$ cat config.mk
export PLATFORM = sky130hd
export DESIGN_NAME = spi_target_regs
export DESIGN_NICKNAME = d
export VERILOG_FILES = /design/src/rtl/spi_target_regs.sv
export SDC_FILE = /design/constraint.sdc
export NUM_CORES = 1
export LEC_CHECK = 0
export BUFFER_PORTS_ARGS = -buffer_cell sky130_fd_sc_hd__buf_2
export CELL_PAD_IN_SITES_DETAIL_PLACEMENT = 1
export CELL_PAD_IN_SITES_GLOBAL_PLACEMENT = 1
export CORE_ASPECT_RATIO = 0.9
export CORE_UTILIZATION = 40
export CTS_BUF_LIST = sky130_fd_sc_hd__clkbuf_8
export CTS_CLUSTER_DIAMETER = 80
export DETAILED_ROUTE_END_ITERATION = 6
export GPL_TIMING_DRIVEN = 0
export MAX_ROUTING_LAYER = met4
export PLACE_DENSITY_LB_ADDON = 0.08
export REMOVE_ABC_BUFFERS = 1
export SLEW_MARGIN = 20
export SYNTH_ARGS = -nofsm -noshare
export SYNTH_HDL_FRONTEND = slang
export SYNTH_SLANG_ARGS = --single-unit
$ cat constraint.sdc
create_clock -name clk_i -period 5.6 [get_ports clk_i]
set_input_delay 1.12 -clock clk_i [delete_from_list [all_inputs] [get_ports clk_i]]
set_output_delay 1.12 -clock clk_i [all_outputs]
set_load 0.05 [all_outputs]
$ cat src/rtl/spi_target_regs.sv
// Mode-0 SPI target over an oversampled byte-addressed register bank; SPI_TGT_AUTOINC_EN enables address auto-increment.
// Pin-to-action latency is 3 clk_i cycles; there is no backpressure, so the host keeps SCK at or below clk_i/12.
module spi_target_regs #(
  parameter int         NumRegs = 16,
  parameter logic [7:0] IdVal   = 8'hA5
) (
  input  logic                 clk_i,
  input  logic                 rst_ni,
  input  logic                 spi_sck_i,
  input  logic                 spi_csb_i,
  input  logic                 spi_mosi_i,
  output logic                 spi_miso_o,
  output logic                 spi_miso_en_o,
  output logic [NumRegs*8-1:0] regs_o,
  output logic                 reg_wr_o,
  output logic [6:0]           reg_wr_addr_o,
  output logic                 busy_o
);

  localparam int         AW       = $clog2(NumRegs);
  localparam logic [7:0] NumRegsW = 8'(NumRegs);

  typedef enum logic [1:0] {ST_IDLE, ST_CMD, ST_DATA} state_t;

  logic [1:0] sck_sync, csb_sync, mosi_sync;
  logic       sck_prev, csb_prev;
  logic       sck_rise, sck_fall, csb_fall, csb_hi, mosi_bit;

  state_t     state_q;
  logic [2:0] bit_cnt;
  logic [6:0] rx_shift;
  logic [7:0] rx_byte;
  logic       rw_q;
  logic [6:0] addr_q;
  logic [7:0] tx_q;
  logic       tx_vld;
  logic [7:0] rd_val;
  logic       in_range;
  logic [7:0] regs_q [NumRegs];

  // CSB stages reset low so a CSB still held low across reset is not taken as a new frame.
  always_ff @(posedge clk_i or negedge rst_ni) begin
    if (!rst_ni) begin
      sck_sync  <= 2'b00;
      csb_sync  <= 2'b00;
      mosi_sync <= 2'b00;
      sck_prev  <= 1'b0;
      csb_prev  <= 1'b0;
    end else begin
      sck_sync  <= {sck_sync[0], spi_sck_i};
      csb_sync  <= {csb_sync[0], spi_csb_i};
      mosi_sync <= {mosi_sync[0], spi_mosi_i};
      sck_prev  <= sck_sync[1];
      csb_prev  <= csb_sync[1];
    end
  end

  assign sck_rise = sck_sync[1] & ~sck_prev;
  assign sck_fall = ~sck_sync[1] & sck_prev;
  assign csb_fall = csb_prev & ~csb_sync[1];
  assign csb_hi   = csb_sync[1];
  assign mosi_bit = mosi_sync[1];
  assign rx_byte  = {rx_shift, mosi_bit};

  assign in_range = (addr_q != 7'd0) && ({1'b0, addr_q} < NumRegsW);

  always_comb begin
    rd_val = 8'h00;
    if (addr_q == 7'd0) begin
      rd_val = IdVal;
    end else if (in_range) begin
      rd_val = regs_q[addr_q[AW-1:0]];
    end
  end

  // CSB high has priority over everything, including a coincident 8th SCK rise.
  always_ff @(posedge clk_i or negedge rst_ni) begin
    if (!rst_ni) begin
      state_q       <= ST_IDLE;
      bit_cnt       <= 3'd0;
      rx_shift      <= 7'd0;
      rw_q          <= 1'b0;
      addr_q        <= 7'd0;
      tx_q          <= 8'h00;
      tx_vld        <= 1'b0;
      reg_wr_o      <= 1'b0;
      reg_wr_addr_o <= 7'd0;
      for (int i = 0; i < NumRegs; i++) begin
        regs_q[i] <= 8'h00;
      end
    end else begin
      reg_wr_o <= 1'b0;
      if (csb_hi) begin
        state_q  <= ST_IDLE;
        bit_cnt  <= 3'd0;
        rx_shift <= 7'd0;
        tx_q     <= 8'h00;
        tx_vld   <= 1'b0;
      end else begin
        case (state_q)
          ST_IDLE: begin
            if (csb_fall) begin
              state_q <= ST_CMD;
            end
          end
          ST_CMD: begin
            if (sck_rise) begin
              rx_shift <= rx_byte[6:0];
              bit_cnt  <= bit_cnt + 3'd1;
              if (bit_cnt == 3'd7) begin
                rw_q    <= rx_byte[7];
                addr_q  <= rx_byte[6:0];
                state_q <= ST_DATA;
              end
            end
          end
          ST_DATA: begin
            if (sck_rise) begin
              rx_shift <= rx_byte[6:0];
              bit_cnt  <= bit_cnt + 3'd1;
              if (bit_cnt == 3'd7) begin
                if (!rw_q && in_range) begin
                  regs_q[addr_q[AW-1:0]] <= rx_byte;
                  reg_wr_o               <= 1'b1;
                  reg_wr_addr_o          <= addr_q;
                end
`ifdef SPI_TGT_AUTOINC_EN
                addr_q <= addr_q + 7'd1;
`else
                addr_q <= addr_q;
`endif
              end
            end else if (sck_fall && rw_q) begin
              // The fall after a byte's last rise presents the first bit of the next byte.
              if (bit_cnt == 3'd0) begin
                tx_q   <= rd_val;
                tx_vld <= 1'b1;
              end else begin
                tx_q <= {tx_q[6:0], 1'b0};
              end
            end
          end
          default: state_q <= ST_IDLE;
        endcase
      end
    end
  end

  for (genvar g = 0; g < NumRegs; g++) begin : g_regs_out
    assign regs_o[8*g +: 8] = regs_q[g];
  end

  assign spi_miso_o    = tx_q[7];
  assign spi_miso_en_o = tx_vld;
  assign busy_o        = (state_q != ST_IDLE);

endmodule
# Word-level counts from Yosys, hierarchy flattened
# Cells that the tools add are included.
# Widths: inputs -> output; s select.
# word_totals
ff_bits	173
in_bits	5
out_inout_bits	139
# op_classes
add_sub_neg	1
order_cmp	3
eq_ne	8
mux	34
bitwise_logic	7
reduce_logical	22
# op_table
op	n
$bwmux 128	1
$mux 8	10
$bmux 8 s4	1
$demux 8 s4	1
$mux 7	3
$reduce_and 4->1	3
$reduce_bool 2->1	6
$mux 1	10
$mux 3	3
$ne 3x3->1 const B	3
$mux 2	4
$logic_not 7->1	1
$lt 7x5->1 const B	1
$reduce_bool 7->1	1
$pmux 2 s3	1
$ge 5x5->1 const B	1
$lt 5x1->1 const B	1
$not 4->5	1
$reduce_and 5->1	1
$logic_and 1x1->1	4
$ne 2x2->1 const B	2
$add 3x1->3 const B	1
$and 1x1->1	3
$eq 3x3->1 const B	1
9 further kinds	11

# Depth between registers and ports, before layout
# depth
word_depth	11
depth_mapped	8
mapped_depth_nobuf	6

# Least setup slack after synthesis
# OpenSTA, ideal clock, no wires.
# synth_timing
kind	reg2reg
start	register csb_sync[1]
end	register regs_q, in the netlist regs_o[100]
setup_time_ns	0.125
arrival_time_ns	2.366
t_required_ns	5.475
slack_ns	3.109
path_stages_with_launch	8
synth_period_minus_slack_ns	2.491
path_cell_list	dfrtp_1 buf_6 or4_4 or3_4 buf_6 or4_4 buf_6 mux2_4
# synth_between
elab_chain_cells	2
# synth_lines
item	line	source
from (decl)	25	logic [1:0] sck_sync, csb_sync, mosi_sync;
from (signal assigned)	51	csb_sync <= {csb_sync[0], spi_csb_i};
$not 1->1 (no source line)	n/a	
$reduce_and 5->1 (no source line)	n/a	
to (signal, indexed assignment)	123	regs_q[addr_q[AW-1:0]] <= rx_byte;
to (decl)	39	logic [7:0] regs_q [NumRegs];
# No other way between the ends.
# A chain may end at the register's enable or synchronous reset.

# Worst setup path in the final report
# layout_timing
start	register csb_sync[1]
end	register regs_q, in the netlist regs_o[45]
# The elaborated chain is that of the path after synthesis.

==> results.txt <==
----------------------------------------------------
[CTS]
  TritonCTS clock tree ... built
  Later-pin clock latency in the skew report ... 0.46 ns
  Clock edge transition at the registers on the reported setup and hold paths ... 0.09 ns
  Max clock buf depth ... 2
  H-Tree Level Count ... 4
  Gates resized, CTS repair ... 0
  Setup bufs post-CTS ... 0
  Cts hold-fix bufs ... 0
  Root Buffer Master ... sky130_fd_sc_hd__clkbuf_8
  Number of clock buffers inserted by TritonCTS ... 17
  Number of clock sinks ... 173

[Timing]
  Final setup margin ... 2.47 ns
  Min Tclk post-route ... 3.13 ns
  Setup violations, final ... 0
  Worst-Margin Slew ... 0.937 ns
  Setup TNS ... 0 ns
  RSZ-0062 raised after global routing ... false
  Share of the cycle needed by the critical path after routing ... between 50% and 60%
  Worst-case headroom to the max-slew limit ... 37.2%
  Worst clock skew on the final layout ... 0.0121 ns
  Number of hold-slack violations in the final timing report ... 0
  Peak clock frequency supported by timing ... 320 MHz
  Number of max-slew violations in the final report ... 0

[Global route]
  Number of antenna violations at the first check in global routing ... 0
  Global route total overflow ... 0
  First-pass GRT wire length ... 32,900 microns
  Global routing usage summed across all routing layers ... 23.3%
  Via count of the first global-routing pass ... 5,322
  Pin count of the biggest net entering global routing ... 66

[Worst setup path]
  Number of cell instances on the worst register-to-register path ... 4
  Longest individual stage delay on the worst path ... around 0.8 ns
  Kind of start point of the critical path ... register
  Kind of capture point of the worst setup path ... register
  WP depth ... 4
  Buffers plus inverters on the worst setup path ... 0
  Critical path required time ... just under 6 ns
  Crit path arrival time ... 3.47 ns
  Path type of the worst setup path ... reg -> reg
  Slowest cell on crit path ... sky130_fd_sc_hd__nor3_2
  Critical-path cell list ... or4_4 > or3_4 > nor3_2 > mux2_2
  Cell class contributing the biggest share of worst-path delay ... simple AND/OR/NAND/NOR gates
  Crit Path Max Fanout ... 26

[Hold path]
  Number of stages on the worst hold path ... 0
  Type of the worst min-delay path ... reg -> reg

[Logic synthesis]
  Yosys cell types ... 35
  Sequential share of the synthesized area ... 55.7%
  Post-synthesis area per instance ... 14.8 sq um
  Top_reg_cell synth ... sky130_fd_sc_hd__dfrtp_1
  Largest cells by area after synthesis ... sky130_fd_sc_hd__dfrtp_1 56%, sky130_fd_sc_hd__mux2_2 19%, sky130_fd_sc_hd__mux4_2 6.9%, sky130_fd_sc_hd__mux2_4 3.1%, sky130_fd_sc_hd__mux2i_1 2.2%
  Share of synthesized registers carrying an async set or reset ... 100%
  Synth area leader ... sky130_fd_sc_hd__dfrtp_1
  Fraction of synthesized cell area taken by the top area cell type ... 55.7%
  Synthesized netlist cell count ... between 500 and 600
  Yosys warns ... 0
  Number of enable flip-flop cells after synthesis ... 0
  #FFs+latches synth ... between 150 and 200
  Post-synthesis instance area ... about 8000 sq um

[Detailed routing]
  Drc violations ... 0
  Detailed-route vias per instance ... 5.39
  Via count ... between 4,000 and 5,000
  Drt total wl ... 21,000 microns
  Highest Signal Layer ... met4
  DR WL met3 ... 1120 microns
  ANT nets after route ... 0
  TritonRoute pass-1 iters ... 4
  Starting DRC count in detailed routing ... 185
  Routed wirelength normalized by instance count ... 23.0 microns
  Amount of wire on met2 after detailed routing ... approximately 10,000 microns
  Detailed-route wire length on metal 1 ... 9320 microns

[Final layout]
  Layout Area Growth over Synthesis ... 17.9%
  Number of diodes ... 0
  Layout cell share with drive strength beyond 1 ... between 50% and 60%
  FF/Latch Area ... between 4000 and 5000 sq um
  Fillers ... 1,952
  Area of the multi-input gates ... 3230 sq um
  Layout Nets ... 663
  Most frequent cells in the layout ... 170 x sky130_fd_sc_hd__dfrtp_1, 142 x sky130_fd_sc_hd__buf_2, 131 x sky130_fd_sc_hd__mux2_2
  Final core utilization ... between 40% and 50%
  Most common cell after layout, fill and taps aside ... sky130_fd_sc_hd__dfrtp_1

[Die]
  Area enclosed by the die boundary ... 20,000 sq um
  Count of standard-cell rows ... 48
  Effective utilization at floorplan ... 40.7%
  Floorplan die width ... approximately 150 microns
  Die Span Y ... 134 microns
  Ports ... ~140
  CORE AREA ... 19,100 sq um

[Power and ir drop]
  Areal power density over the cells ... 256 nW/um^2
  Largest vdd supply drop ... 0.134 mV
  Static leakage ... 4.78 nW
  Final Power ... roughly 2.4 mW

[Place]
  GPL Wtd Cong ... 0.765
  Place WS ... 2.46 ns
  Placed wire-length estimate ... ~14,000 microns
  Number of port buffers ... 143

[Job]
  Max Cap Viol ... 0

[Status]
  Status ... completed

----------------------------------------------------
==> cell type report <==
cell class                 instances  area share (%)
timing repair buffer             147            9.03
inverter                          11           0.450
clock inverter                    14            1.95
sequential                       173            47.3
multi-input combinational        301            35.2
tap                              250            3.41
clock buffer                      18            2.70
==> metrics by stage <==
| stage | hold slack, ns | instances | area (sq um) |
|---|---|---|---|
| global placement | 0.333 | 878 | 8620 |
| global route | 0.374 | 914 | 9170 |
| detailed placement | 0.336 | 882 | 8740 |
| finish | 0.355 | 914 | 9170 |
| CTS | 0.358 | 914 | 9170 |
| floorplan | 0.331 | 485 | 7590 |
==> metal layers <==
| metal | vias to the layer above | track usage (%) |
|---|---|---|
| li1 | 2181 | - |
| met1 | 2592 | 30.5 |
| met2 | 133 | 36.6 |
| met3 | 17 | 4.93 |
| met4 | 0 | 6.41 |
| met5 | - | - |
==> worst reg2reg max path, cell delays in order, from the launching register on <==
cell	delay [ns]
sky130_fd_sc_hd__dfrtp_1	0.71
sky130_fd_sc_hd__or4_4	0.58
sky130_fd_sc_hd__or3_4	0.50
sky130_fd_sc_hd__nor3_2	0.80
sky130_fd_sc_hd__mux2_2	0.42
==> registers in the layout, indices dropped and copies added (netlist names) <==
| name | cells |
|---|---|
| regs_o | 128 |
| rx_shift | 7 |
| csb_prev | 1 |
| tx_q | 8 |
| mosi_sync | 2 |
| csb_sync | 2 |
| reg_wr_addr_o | 7 |
| sck_sync | 2 |
| sck_prev | 1 |
| addr_q | 7 |
| rw_q | 1 |
| bit_cnt | 3 |
| state_q | 2 |
| reg_wr_o | 1 |
| spi_miso_en_o | 1 |
==> cell families (layout without fill, tap and decap cells) <==
group	after synthesis	in the layout	synth area share [%]
AOI/OAI and AO/OA	32	32	3.14
xor gates and xnor gates	1	1	0.113
adders and majority gates	7	7	1.13
buffers and inverters	52	190	2.94
DFF	173	173	55.7
muxes	188	188	31.2
and+or+nand+nor	73	73	5.84
==> power by group <==
part,switching [mW],leakage [nW],internal [mW],total (mW)
combinational,0.0833,2.17,0.0371,0.120
sequential,0.0173,2.39,1.26,1.28
clock,0.494,0.212,0.462,0.956
==> worst paths after layout <==
| kind | slack [ns] | startpoint | end |
|---|---|---|---|
| max in group asynchronous | 4.39 | rst_ni | regs_o[112] |
| worst max register to register | 2.47 | csb_sync[1] | regs_o[45] |
| worst min register to register | 0.35 | sck_sync[0] | sck_sync[1] |
| min in group asynchronous | 0.55 | rst_ni | regs_o[41] |
| worst max-delay path | 2.47 | csb_sync[1] | regs_o[45] |
| worst min-delay path | 0.35 | sck_sync[0] | sck_sync[1] |
==> synthesized netlist by cell type, types with 4 or more instances <==
library cell,count
sky130_fd_sc_hd__a21oi_1,9
sky130_fd_sc_hd__a221o_1,12
sky130_fd_sc_hd__a221oi_1,5
sky130_fd_sc_hd__buf_1,4
sky130_fd_sc_hd__buf_6,4
sky130_fd_sc_hd__clkbuf_1,30
sky130_fd_sc_hd__dfrtp_1,173
sky130_fd_sc_hd__ha_1,7
sky130_fd_sc_hd__inv_1,11
sky130_fd_sc_hd__mux2_2,131
sky130_fd_sc_hd__mux2_4,16
sky130_fd_sc_hd__mux2i_1,17
sky130_fd_sc_hd__mux4_2,24
sky130_fd_sc_hd__nand2_1,9
sky130_fd_sc_hd__nand2b_1,5
sky130_fd_sc_hd__nand3_1,5
sky130_fd_sc_hd__nand3b_1,5
sky130_fd_sc_hd__nor2_1,16
sky130_fd_sc_hd__nor2b_1,5
sky130_fd_sc_hd__nor3_2,9
sky130_fd_sc_hd__o21ai_0,4
(Power assumes the default switching activity.)
